<file path="src/rtl/hpu_reset_seq.sv">
// hpu_reset_seq: reset sequencer feeding the per-part reset distribution.
// Combines the board reset, PLL/MMCM lock and a software request into one
// reset per part. All parts are held for HOLD_CYCLES after lock is seen, then
// released in part order, STAGGER_CYCLES apart.
//
//   state | meaning
//   ------+--------------------------------------------------------------
//   WAIT  | all parts asserted, waiting for synchronized lock
//   HOLD  | all parts asserted, counting the minimum hold time
//   REL   | staggered release in progress, one part per stagger period
//   RUN   | all parts released, rst_done=1
(* keep_hierarchy = "yes" *)
module hpu_reset_seq #(
  parameter logic RST_POL        = 1'b0,
  parameter int   PART_NB        = 3,
  parameter int   HOLD_CYCLES    = 16,
  parameter int   STAGGER_CYCLES = 4,
  parameter int   SYNC_STAGES    = 2
) (
  input  logic               clk,
  input  logic               rst,
  input  logic               clk_locked,
  input  logic               sw_rst_req,
  output logic [PART_NB-1:0] rst_part,
  output logic               rst_done,
  output logic               seq_busy
);

  localparam int MAX_C = (HOLD_CYCLES > STAGGER_CYCLES) ? HOLD_CYCLES : STAGGER_CYCLES;
  localparam int CNT_W = $clog2(MAX_C + 1);
  // idx may step one past the last part when STAGGER_CYCLES==1
  localparam int IDX_W = $clog2(PART_NB + 1);

  localparam logic [CNT_W-1:0] HOLD_LAST = CNT_W'(HOLD_CYCLES - 1);
  localparam logic [CNT_W-1:0] STAG_LAST = CNT_W'(STAGGER_CYCLES - 1);

  typedef enum logic [1:0] {
    S_WAIT = 2'd0,
    S_HOLD = 2'd1,
    S_REL  = 2'd2,
    S_RUN  = 2'd3
  } state_t;

  (* ASYNC_REG = "TRUE" *) logic [SYNC_STAGES-1:0] rst_sync_q;
  (* ASYNC_REG = "TRUE" *) logic [SYNC_STAGES-1:0] lock_sync_q;

  logic rst_int;
  logic lock_s;

  state_t             state_q, state_d;
  logic [CNT_W-1:0]   cnt_q, cnt_d;
  logic [IDX_W-1:0]   idx_q, idx_d;
  logic [PART_NB-1:0] rel_q, rel_d;
  logic [PART_NB-1:0] rst_part_q, rst_part_d;
  logic               rst_done_q, rst_done_d;
  logic               seq_busy_q, seq_busy_d;

  // Reset synchronizer: asserts with rst, releases after SYNC_STAGES edges.
  always_ff @(posedge clk or posedge rst) begin
    if (rst) rst_sync_q <= '1;
    else     rst_sync_q <= {rst_sync_q[SYNC_STAGES-2:0], 1'b0};
  end

  // Lock synchronizer: clk_locked is asynchronous to clk.
  always_ff @(posedge clk or posedge rst) begin
    if (rst) lock_sync_q <= '0;
    else     lock_sync_q <= {lock_sync_q[SYNC_STAGES-2:0], clk_locked};
  end

  assign rst_int = rst_sync_q[SYNC_STAGES-1];
  assign lock_s  = lock_sync_q[SYNC_STAGES-1];

  // Next-state logic; lock loss outranks a software request.
  always_comb begin
    state_d = state_q;
    cnt_d   = cnt_q;
    idx_d   = idx_q;
    rel_d   = rel_q;

    if (rst_int) begin
      state_d = S_WAIT;
      cnt_d   = '0;
      idx_d   = '0;
      rel_d   = '0;
    end else if (state_q != S_WAIT && !lock_s) begin
      state_d = S_WAIT;
      cnt_d   = '0;
      idx_d   = '0;
      rel_d   = '0;
    end else if (state_q != S_WAIT && sw_rst_req) begin
      state_d = S_HOLD;
      cnt_d   = '0;
      idx_d   = '0;
      rel_d   = '0;
    end else begin
      case (state_q)
        S_WAIT: begin
          if (lock_s) begin
            state_d = S_HOLD;
            cnt_d   = '0;
          end
        end
        S_HOLD: begin
          if (cnt_q == HOLD_LAST) begin
            state_d = S_REL;
            cnt_d   = '0;
            idx_d   = '0;
          end else begin
            cnt_d = cnt_q + CNT_W'(1);
          end
        end
        S_REL: begin
          // Leave one cycle after the last part was released
          if (&rel_q) begin
            state_d = S_RUN;
            cnt_d   = '0;
          end else begin
            if (cnt_q == '0) begin
              for (int k = 0; k < PART_NB; k++) begin
                if (idx_q == IDX_W'(k)) rel_d[k] = 1'b1;
              end
            end
            if (cnt_q == STAG_LAST) begin
              cnt_d = '0;
              idx_d = idx_q + IDX_W'(1);
            end else begin
              cnt_d = cnt_q + CNT_W'(1);
            end
          end
        end
        S_RUN: begin
          state_d = S_RUN;
        end
        default: begin
          state_d = S_WAIT;
          cnt_d   = '0;
          idx_d   = '0;
          rel_d   = '0;
        end
      endcase
    end

    rst_part_d = rel_d ^ {PART_NB{RST_POL}};
    rst_done_d = (state_d == S_RUN);
    seq_busy_d = (state_d == S_HOLD) || (state_d == S_REL);
  end

  // State and registered outputs; rst forces the safe values immediately.
  always_ff @(posedge clk or posedge rst) begin
    if (rst) begin
      state_q    <= S_WAIT;
      cnt_q      <= '0;
      idx_q      <= '0;
      rel_q      <= '0;
      rst_part_q <= {PART_NB{RST_POL}};
      rst_done_q <= 1'b0;
      seq_busy_q <= 1'b0;
    end else begin
      state_q    <= state_d;
      cnt_q      <= cnt_d;
      idx_q      <= idx_d;
      rel_q      <= rel_d;
      rst_part_q <= rst_part_d;
      rst_done_q <= rst_done_d;
      seq_busy_q <= seq_busy_d;
    end
  end

  assign rst_part = rst_part_q;
  assign rst_done = rst_done_q;
  assign seq_busy = seq_busy_q;

endmodule

</file>
<file path="config.mk">
export PLATFORM = sky130hd
export DESIGN_NAME = hpu_reset_seq
export DESIGN_NICKNAME = d
export VERILOG_FILES = /design/src/rtl/hpu_reset_seq.sv
export SDC_FILE = /design/constraint.sdc
export NUM_CORES = 1
export LEC_CHECK = 0
export CAP_MARGIN = 20
export CORE_MARGIN = 2
export CORE_UTILIZATION = 60
export DETAILED_ROUTE_END_ITERATION = 10
export HOLD_SLACK_MARGIN = 0.05
export PLACE_DENSITY = 0.82
export SLEW_MARGIN = 0
export SYNTH_ARGS = -nofsm -noshare
export SYNTH_HDL_FRONTEND = slang
export SYNTH_SLANG_ARGS = --single-unit
</file>
<file path="constraint.sdc">
create_clock -name clk -period 3.8 [get_ports clk]
set_clock_uncertainty 0.1 [all_clocks]
set_input_delay 0.76 -clock clk [delete_from_list [all_inputs] [get_ports clk]]
set_output_delay 0.76 -clock clk [all_outputs]
set_load 0.02 [all_outputs]
</file>
## Word-level counts from Yosys, hierarchy flattened

Index checks and enable logic that the tools add are counted.

| word-level totals | value |
|---|---|
| bits of input ports | 4 |
| logic and storage cells | 79 |
| output and inout port bits | 5 |
| register bits after elaboration | 18 |

| operators by class | value |
|---|---|
| equal/unequal tests | 15 |
| add/subtract/negate cells | 2 |
| reduce and logical (&&, ||, !) cells | 21 |
| muxes and demuxes | 31 |

Operators by type and width:

| cell | count |
|---|---|
| 2-to-1 mux 5 bit | 7 |
| 2-to-1 mux 2 bit | 12 |
| inequality test 5 bit (second input constant) | 4 |
| nonzero test 4 bit | 5 |
| 2-to-1 mux 3 bit | 6 |
| AND reduction 4 bit | 4 |
| case mux 5 bit (3 select lines) | 1 |
| equality test 2 bit (second input constant) | 5 |
| case mux 2 bit (4 select lines) | 1 |
| equality test 2 x 1 -> 1 bit (second input constant) | 3 |
| nonzero test 6 bit | 1 |
| adder 5 x 1 -> 5 bit (second input constant) | 1 |
| equality test 5 x 2 -> 1 bit (second input constant) | 1 |
| equality test 5 x 4 -> 1 bit (second input constant) | 1 |
| zero test 5 bit | 1 |
| nonzero test 5 bit | 1 |
| zero test 2 bit | 2 |
| inequality test 4 bit (second input constant) | 1 |
| case mux 2 bit (2 select lines) | 1 |
| 2-to-1 mux 1 bit | 3 |
| AND reduction 3 bit | 1 |
| adder 2 x 1 -> 2 bit (second input constant) | 1 |
| logical AND 1 bit | 2 |
| AND reduction 2 bit | 1 |
| 3 further kinds | 3 |

## Depth between registers and ports, before layout

| logic depth | value |
|---|---|
| word-level depth | 8 |
| gate-level depth with buffers | 9 |
| mapped depth without buffers | 9 |

## Least setup slack after synthesis

Ideal clock, no wire load.

| path | value |
|---|---|
| kind | register to register |
| start | register cnt_q[0] |
| end | register seq_busy_q (netlist: seq_busy) |
| arrival time | 1854 ps |
| cell stages (with the launch flop) | 10 |
| library setup time | 126 ps |
| clock period less this slack | 2080 ps |
| data required time | 3574 ps |
| buffers on the path | 0 |
| slack | 1720 ps |
| path through | dfrtp_1 ha_1 nand3_1 inv_1 ha_1 nor2b_1 and2_1 o2bb2ai_1 a211oi_1 ha_1 |

| between the ends | value |
|---|---|
| word-level cells in the longest chain between the ends | 8 |
| elaborated cells on any way between the ends | 9 |
| classes of those cells | eq/ne (3); mux (5); reduce/logical (1) |

RTL lines:

| element | RTL line | text |
|---|---|---|
| start, declared | 51 | `logic [CNT_W-1:0] cnt_q, cnt_d;` |
| start signal, assigned | 160 | `cnt_q <= cnt_d;` |
| equality test 5 x 4 -> 1 bit (*) | 104 | `if (cnt_q == HOLD_LAST) begin` |
| 2-to-1 mux 2 bit (*) | 104 |  |
| case mux 2 bit (4 select lines) (*) | 96 | `case (state_q)` |
| 2-to-1 mux 2 bit (*) | 90 | `end else if (state_q != S_WAIT && sw_rst_req) begin` |
| 2-to-1 mux 2 bit (*) | 85 | `end else if (state_q != S_WAIT && !lock_s) begin` |
| 2-to-1 mux 2 bit (*) | 80 | `if (rst_int) begin` |
| via state_d[0] | 50 | `state_t state_q, state_d;` |
| equality test 2 x 1 -> 1 bit / equality test 2 bit (equally long branches) | 145 | `seq_busy_d = (state_d == S_HOLD) \|\| (state_d == S_REL);` |
| logical OR 1 bit (*) | 145 |  |
| via seq_busy_d | 56 | `logic seq_busy_q, seq_busy_d;` |
| end signal, assigned | 165 | `seq_busy_q <= seq_busy_d;` |
| end, declared | 56 |  |

The timed path passes the listed nets; every way through them passes the cells marked *.
A chain may end at the register's enable or synchronous reset.

## Final worst setup path

Same ends and word-level chain as after synthesis.

==> impl_results.md <==
- Port Buf Inserts: 8
- Max frequency: 420 MHz
- Crit-path max cell delay: 0.42 ns
- Max-slew violations: 0
- Fraction of registers with async set/reset: 100%
- Critical path class: register to register
- Final Setup Violations: 0
- Vias per inst: 5.87
- Setup tns final: 0 ns
- Starting density of the core: around 63%
- Post-Route WL: 2.11 mm
- Fin cells: 137
- Fin crit period: ~2.4 ns
- Slowest CP cell: dfrtp_1
- Hold Buf Count CTS: 0
- Worst Hold Path Cells: 0
- Final #Nets: 130
- Vias post-DR: 804
- RSZ-0062 raised after global routing: false
- GPL Wtd Cong: 0.829
- Share of cells above drive strength 1: 8.04%
- WP data required: 3.88 ns
- Post-synth net total: approximately 120
- Worst-Skew Late Latency: 0.30 ns
- TritonCTS clock tree: done
- Post-synth EDFFs: 0
- WP data arrival: around 2.5 ns
- VDD IR max: 261 uV
- Yosys top cell area share: between 30% and 40%
- Clk network pwr share: 25.6%
- Reg power frac: 53.0%
- Post-CTS setup buffers: 0
- Synthesis-to-finish area growth: 10.6%
- Dpl hpwl: 1.60 mm
- Comb power frac: between 20% and 30%
- Synth warn: 0
- Clock buffer depth: 2
- Outcome: finished, final reports clean
- Yosys reg bits: 18
- Num CTS Buffers: 3
- Top post-synthesis cells by count: 16 x dfrtp_1, 13 x ha_1, 10 x nor2_1, 9 x inv_1
- Rows: 15
- Placed insts: 133
- Period Utilization, post-route: 62.6%
- Routed wire per std cell: 15.4 um
- IO Pins: 9
- 1st-iter DRT viols: 20
- Relative slew slack: 55.7%
- Setup crit start kind: register
- Core area: about 0.0017 mm^2
- H-Tree Depth: 1
- Pint: 0.278 mW
- R2R cell count: 9
- Cell variety after synth: 38
- Fill cell count: 133
- First-pass GRT wire length: 3.44 mm
- Crit end category: register
- Clock slew at reported path FFs: 0.11 ns
- GRT overflow: 0
- Tightest Pin Transition: 0.664 ns
- Cell Pwr Density: 335 mW/mm^2
- Mapped Avg Cell Area: 10.6 um^2
- Ant. Diodes: 0
- Hold WC Path Type: register to register
- Leak pwr: 0.523 nW
- Die Wd: 46.4 um
- Synthesized cell area: about 0.0011 mm^2
- Pre-antenna DRT Iters: 4
- Switch Pwr: around 0.12 mW
- Final Hold Vio Count: 0
- Worst-path maximum fanout: 4
- Worst path cell trace: ha_1 > nand3_1 > inv_1 > ha_1 > nor2b_1 > and2_1 > o2bb2ai_1 > a211oi_1 > ha_1
- Most frequent cell after synthesis: dfrtp_1
- Synth top area cells: dfrtp_1 37%, ha_1 15%, dfstp_2 4.9%
- Vias in the first global route: approximately 800
- Prevailing post-synth register cell: dfrtp_1
- Top delay family on crit path: adder cells
- Die ar.: 0.00216 mm^2
- GRT Total Usage: a little under a quarter
- Post-Synthesis Cells: 102
- Synth area leader: dfrtp_1
- Sequential area share after synthesis: 41.9%
- Detailed-route DRC error count: 0
- CTS root buffer: clkbuf_4
- Critical path buffers and inverters: 1
- Maxcap violations: 0
- Resized cells post-CTS: 0
- Largest net degree at the start of global routing: 19
- Sw frac: 30.5%
- Initial antenna violation count: 0
- CTS sink cnt: 18
- Die height: ~46 um
- Most Frequent Cell on Critical Path: ha_1
- Post-route ant nets: 0
- Crit. path cell count: 9
[cells by family after synthesis]
group | Yosys count | synth area share, %
mux | 2 | 1.85
other cells | 1 | 0.347
simple gates | 32 | 16.8
buf+inv | 11 | 5.21
compound gates | 25 | 18.9
fa+ha+maj | 13 | 15.0
flops | 18 | 41.9
[power groups by stage]
| stage | registers [mW] | logic [mW] | clock network [mW] |
|---|---|---|---|
| 6_report | 0.212 | 0.0856 | 0.102 |
| 5_1_grt | 0.214 | 0.0941 | 0.109 |
| 4_1_cts | 0.212 | 0.0858 | 0.103 |
| 3_5_place_dp | 0.216 | 0.0855 | 0 |
| 3_3_place_gp | 0.215 | 0.0815 | 0 |
| 2_1_floorplan | 0.220 | 0.0577 | 0 |
[flip-flops by register name, indices dropped and copies added (netlist names)]
signal       count
rst_sync_q       2
idx_q            2
rst_part         3
lock_sync_q      2
rst_done         1
seq_busy         1
cnt_q            5
state_q          2
[cell usage in the layout, fill, tap and decap left out, types with 2 or more instances in the layout]
cell             count
dfrtp_1             16
and2_1               2
mux2i_1              2
nor3_1               2
o21ai_0              3
clkdlybuf4s50_1      8
nand3_1              4
a32o_1               2
nor2_1              10
nand2b_1             2
a21oi_1              2
dfstp_2              2
o31ai_1              2
clkbuf_4             3
inv_1                9
ha_1                13
nor2b_1              4
a31oi_1              3
o2bb2ai_1            2
[cell type report]
type	instances	area, um^2	share of cell area (%)
clock buffer	4	26.3	2.20
sequential	18	453	37.9
timing repair buffer	8	80.1	6.69
tap	25	31.3	2.62
inverter	9	33.8	2.82
multi-input combinational	73	572	47.8
[worst paths after layout]
check                                 endpoint          start  slack [ns]
max in group asynchronous       lock_sync_q[1]            rst        2.43
worst max-delay path                  seq_busy       cnt_q[0]        1.42
worst min-delay path             rst_sync_q[1]  rst_sync_q[0]        0.26
min in group asynchronous             cnt_q[0]            rst        0.74
worst min register to register   rst_sync_q[1]  rst_sync_q[0]        0.26
worst max register to register        seq_busy       cnt_q[0]        1.42
[metal layers]
metal	global-route usage, %	wire (um)	up-vias
li1	-	-	392
met4	14.3	75	0
met5	0	0	-
met2	37.2	1070	22
met3	3.53	76	9
met1	29.1	889	381
[per-stage QoR]
step           hold slack (ns)  setup WS, ns  total power, mW  instance area, um^2  util, %
2_1_floorplan            0.231          1.72            0.278                 1080        -
3_3_place_gp             0.232          1.41            0.297                 1170     68.5
3_5_place_dp             0.248          1.32            0.301                 1170     68.5
4_1_cts                  0.262          1.42            0.401                 1200     70.0
5_1_grt                  0.264          1.19            0.417                 1200     70.0
6_report                 0.260          1.42            0.400                 1200     70.0
[worst reg2reg max path: stages (launching register included)]
cell and delay [ns]:
dfrtp_1 0.42, ha_1 0.25, nand3_1 0.12, inv_1 0.05
ha_1 0.22, nor2b_1 0.24, and2_1 0.18, o2bb2ai_1 0.09
a211oi_1 0.31, ha_1 0.29
Power figures use the tool's default switching activity.
==> variant 1: new RTL, config.mk and constraints unchanged <==
Reset style: synchronous (`rst`), changed in 3 clocked blocks. Comments in the files are not updated.
--- a/src/rtl/hpu_reset_seq.sv
+++ b/src/rtl/hpu_reset_seq.sv
@@ -57,5 +57,5 @@
 
   // Reset synchronizer: asserts with rst, releases after SYNC_STAGES edges.
-  always_ff @(posedge clk or posedge rst) begin
+  always_ff @(posedge clk) begin
     if (rst) rst_sync_q <= '1;
     else     rst_sync_q <= {rst_sync_q[SYNC_STAGES-2:0], 1'b0};
@@ -63,5 +63,5 @@
 
   // Lock synchronizer: clk_locked is asynchronous to clk.
-  always_ff @(posedge clk or posedge rst) begin
+  always_ff @(posedge clk) begin
     if (rst) lock_sync_q <= '0;
     else     lock_sync_q <= {lock_sync_q[SYNC_STAGES-2:0], clk_locked};
@@ -147,5 +147,5 @@
 
   // State and registered outputs; rst forces the safe values immediately.
-  always_ff @(posedge clk or posedge rst) begin
+  always_ff @(posedge clk) begin
     if (rst) begin
       state_q    <= S_WAIT;
Function: differs if rst is asserted again (counterexample within 4 cycles, from zero or initial values and one cycle with rst high); with rst held inactive, the same outputs for 10 cycles.
==> variant 1 against the unedited design <==
Area after synthesis decreased by 6.1%; sequential cell count unchanged; non-clock buffer count unchanged; via count increased by 1.0%; critical endpoint is now seq_busy$_SDFF_PP0_; routed wire length decreased by 9.2%; count of clock-buffer cells in the layout unchanged; cell area decreased by 5.1%; largest cell class unchanged; worst setup slack improved by 0.18 ns; final cell count increased by 2.9%.
Power is not compared: it rests on default switching activity, and its combinational part moved more than twofold at a synthesized area within 25%.
==> variant 1: results (changes against the unedited design) <==
metric	value	unit	change
grt_pass1_vias	773		-0.51%
antenna_found_initial	0		unchanged
dpl_cell_area	1100	um2	-6.1%
ff2ff_setup_slack	1.60	ns	+0.18 ns
ys_warn_count	0		unchanged
syn_area_per_cell	8.82	um2	-17%
globalRouteTotalUtil	0.212		-0.0203
synth_area_leaders	dfxtp_1, ha_1, a21oi_1, nor2b_1, nor2_1		
cts.clk_slew.worst_paths	0.10	ns	
first_pass_iters	4		unchanged
layout-drive-gt1-share	0.0960		+0.0156
synth_top_flop_cell	dfxtp_1		
timing.rr.end	seq_busy$_SDFF_PP0_		
synthesis.nets	131		+10%
clkLatencyLatePin	0.30	ns	about the same
grt_pass1_wl	3.11	mm	-9.8%
internal-power	256	uW	
max_slew_margin	0.527		-0.0301
cp_top_family	adder cells		
critical_path.slowest_cell	dfxtp_1		
gp_congestion	0.783		-5.5%
cp.arrival	2.29	ns	-0.17 ns
synth.top_cell.area_share	0.355		-0.0153
synth_top_cells_by_count	dfxtp_1, ha_1, a21oi_1		
min_period	2.20	ns	-0.182 ns
max_stage_delay	0.34	ns	-0.08 ns
rr_worst_depth	10		+1
first_iter_violations	15		-25%
ys_types	33		-13%
port_buffers	8		unchanged
wl	1.92	mm	-9.2%
async_reset_ff_frac	0		-1.00
grt_max_degree	11		-8
dp_slack	1.42	ns	+0.103 ns
top_register	cnt_q		
dp_hpwl	1.48	mm	-7.3%
p_leak	0.406	nW	
viasPerCell	5.76		-1.9%
yosysSeqAreaShare	0.355		-0.0639
worstReg2RegStart	cnt_q[0]$_SDFFE_PP0P_		
vias	812		+1.0%
holdPathStages	1		+1
run_status	finished, final reports clean		
placed_cells	137		+3.0%
## variant 1: cell types whose count changed after synthesis, sizes merged, moves of 4 or more
| cell | unedited run | this run |
|---|---|---|
| a21oi | 2 | 10 |
| dfrtp | 16 | 0 |
| nand4 | 0 | 4 |
| nor2b | 4 | 8 |
| nand2 | 1 | 8 |
| dfxtp | 0 | 18 |
## variant 1: cell families after synthesis
| logic type | after synthesis | share of synthesized area |
|---|---|---|
| fa+ha+maj | 12 | 0.148 |
| simple gates | 46 | 0.258 |
| compound gates | 26 | 0.176 |
| buf+inv | 12 | 0.0530 |
| mux | 1 | 0.00986 |
| flops | 18 | 0.355 |
## variant 1: power by group through the flow
stage / logic [mW] / registers, mW / clock network (mW)
CTS: 0.0143 / 0.193 / 0.124
global route: 0.0160 / 0.193 / 0.131
global placement: 0.0139 / 0.197 / 0
finish: 0.0143 / 0.193 / 0.121
detailed placement: 0.0143 / 0.197 / 0
floorplan: 0.00773 / 0.197 / 0
## variant 1: layer usage
metal	up-vias	global-route usage	share of wire
met2	8	0.369	0.48
met4	0	0.106	0.019
met1	375	0.249	0.47
li1	424	-	-
met3	5	0.0360	0.023
met5	-	0	0
## variant 1: worst min path at each step
stage,startpoint,to,slack [ns]
floorplan,rst_sync_q[0]$_DFF_P_,rst_sync_q[1]$_SDFF_PP1_,0.29
global placement,rst_sync_q[0]$_DFF_P_,rst_sync_q[1]$_SDFF_PP1_,0.29
detailed placement,rst_sync_q[0]$_DFF_P_,rst_sync_q[1]$_SDFF_PP1_,0.30
CTS,rst_sync_q[0]$_DFF_P_,rst_sync_q[1]$_SDFF_PP1_,0.33
global route,rst_sync_q[0]$_DFF_P_,rst_sync_q[1]$_SDFF_PP1_,0.34
finish,rst_sync_q[0]$_DFF_P_,rst_sync_q[1]$_SDFF_PP1_,0.32
## variant 1: cell type report
type,instances,area (um2)
inverter,10,37.5
timing repair buffer,8,80.1
multi-input combinational,85,601
sequential,18,360
fill,121,407
tap,16,20.0
clock buffer,4,36.3
==> variant 2: new RTL, config.mk and constraints unchanged <==
Made on the original files. `RST_POL`: 1'b0 -> 1'b1.
--- a/src/rtl/hpu_reset_seq.sv
+++ b/src/rtl/hpu_reset_seq.sv
@@ -12,5 +12,5 @@
 (* keep_hierarchy = "yes" *)
 module hpu_reset_seq #(
-  parameter logic RST_POL        = 1'b0,
+  parameter logic RST_POL        = 1'b1,
   parameter int   PART_NB        = 3,
   parameter int   HOLD_CYCLES    = 16,
Formal check against the unedited RTL: not equivalent (Yosys sat finds a counterexample within 4 cycles, from zero or initial values and one cycle with rst high).
==> variant 2 against the unedited design <==
Routed wire length decreased by 8.4%; first-iteration DRC count decreased by 40%; worst setup slack got worse by 0.012 ns; total power increased by 6.6%; sequential cell count increased by 3; largest power group unchanged; cell area increased by 7.4%; area after synthesis increased by 6.9%; critical endpoint unchanged.
==> variant 2: results (changes against the unedited design) <==
metric	value	unit	change
run_status	finished, final reports clean		
top_register	cnt_q		
async_reset_ff_frac	1.00		unchanged
fillers	157		+18%
grt_max_degree	22		+3
cts_max_level	1		unchanged
antenna_found_initial	0		unchanged
fin_nets	134		+3.1%
synth_area_leaders	dfrtp_1, ha_1, dfstp_2, inv_1, mux2i_1		
p_leak	0.563	nW	+7.6%
grt_pass1_vias	707		-9.0%
gp_congestion	0.883		+6.5%
port_buffers	8		unchanged
post_cts_buffers	0		unchanged
synth_top_cells_by_count	dfrtp_1, ha_1, inv_1		
post_cts_resize_count	0		unchanged
dp_slack	1.13	ns	-0.191 ns
ys_types	37		-2.6%
synth_top_flop_cell	dfrtp_1		
yosysSeqAreaShare	0.460		+0.0410
first_iter_violations	12		-40%
globalRouteTotalUtil	0.202		-0.0303
irDropWorstVdd	0.270	mV	+3.6%
first_pass_iters	4		unchanged
hold_viol_final	0		unchanged
cp.arrival	2.48	ns	+0.02 ns
clkLatencyLatePin	0.30	ns	about the same
synthesis.nets	123		+3.4%
largest_reg_flops	5		unchanged
cts_buffers	3		unchanged
layout-drive-gt1-share	0.129		+0.0490
ys_warn_count	0		unchanged
dp_hpwl	1.45	mm	-9.3%
root_buffer	clkbuf_4		
grt_pass1_wl	3.11	mm	-9.6%
vias	792		-1.5%
cts_buffer_depth	2		unchanged
max_slew_margin	0.504		-0.0534
cts.clk_slew.worst_paths	0.11	ns	about the same
wl_per_cell	13.7	um	-11%
diodes	0		unchanged
crit_fanout	7		+3
hp-class	reg -> reg		
==> variant 2: changes by cell type in the layout (fill, tap and decap cells not counted), sizes merged, moves of 2 or more <==
cell    change
dfstp       +3
nor3        +3
a21oi       +3
and2        -2
nor2        -5
o211ai      +4
a211oi      -2
o21ai       -2
a221o       +2
or2         +3
a32o        -2
a31oi       -2
nand2       +2
==> variant 2: logic make-up after synthesis <==
family          Yosys count  share of synthesized area
other cells               1                    0.00324
mux                       4                     0.0357
compound gates           23                      0.157
fa+ha+maj                13                      0.141
simple gates             32                      0.162
flops                    21                      0.460
buf+inv                  12                     0.0411
==> variant 2: final timing paths <==
kind | slack (ns) | startpoint | cells past startpoint | to
max | 1.41 | sw_rst_req | 5 | seq_busy$_DFF_PP0_
min | 0.26 | rst_sync_q[0]$_DFF_PP1_ | 0 | rst_sync_q[1]$_DFF_PP1_
max reg2reg | 1.43 | cnt_q[1]$_DFFE_PP0P_ | 9 | seq_busy$_DFF_PP0_
min reg2reg | 0.26 | rst_sync_q[0]$_DFF_PP1_ | 0 | rst_sync_q[1]$_DFF_PP1_
max in group asynchronous | 2.36 | rst | 2 | idx_q[1]$_DFFE_PP0P_
min in group asynchronous | 0.78 | rst | 2 | idx_q[0]$_DFFE_PP0P_
==> variant 2: cell type report <==
type                       instances  area share
multi-input combinational         73       0.449
sequential                        21       0.414
timing repair buffer               8      0.0623
inverter                          10      0.0292
tap                               25      0.0243
clock buffer                       3      0.0175
clock inverter                     1     0.00389
==> variant 2: through the flow <==
stage / utilization / area, um2 / instances / total power [mW]
2_1_floorplan: - / 1160 / 106 / 0.306
4_1_cts: 0.728 / 1280 / 141 / 0.432
3_5_place_dp: 0.713 / 1260 / 137 / 0.329
6_report: 0.728 / 1280 / 141 / 0.427
3_3_place_gp: 0.713 / 1260 / 137 / 0.328
5_1_grt: 0.728 / 1280 / 141 / 0.450
==> variant 2: power by group <==
group	total (mW)	internal, mW	switching, mW
combinational	0.0826	0.0339	0.0487
clock	0.100	0.0392	0.0613
sequential	0.244	0.235	0.00928
total	0.427	0.308	0.119
==> variant 2: worst max-delay path, cell delays in order <==
cell and delay, ns:
clkdlybuf4s50_1 0.47, nor2b_1 0.30, o21ai_0 0.28, a221oi_1 0.37, ha_1 0.30
==> variant 2: per-layer routing <==
layer	vias to the layer above	wire length, um	track usage
li1	401	-	-
met1	370	931	0.284
met2	16	898	0.309
met3	5	69	0.0377
met4	0	33	0.0811
met5	-	0	0
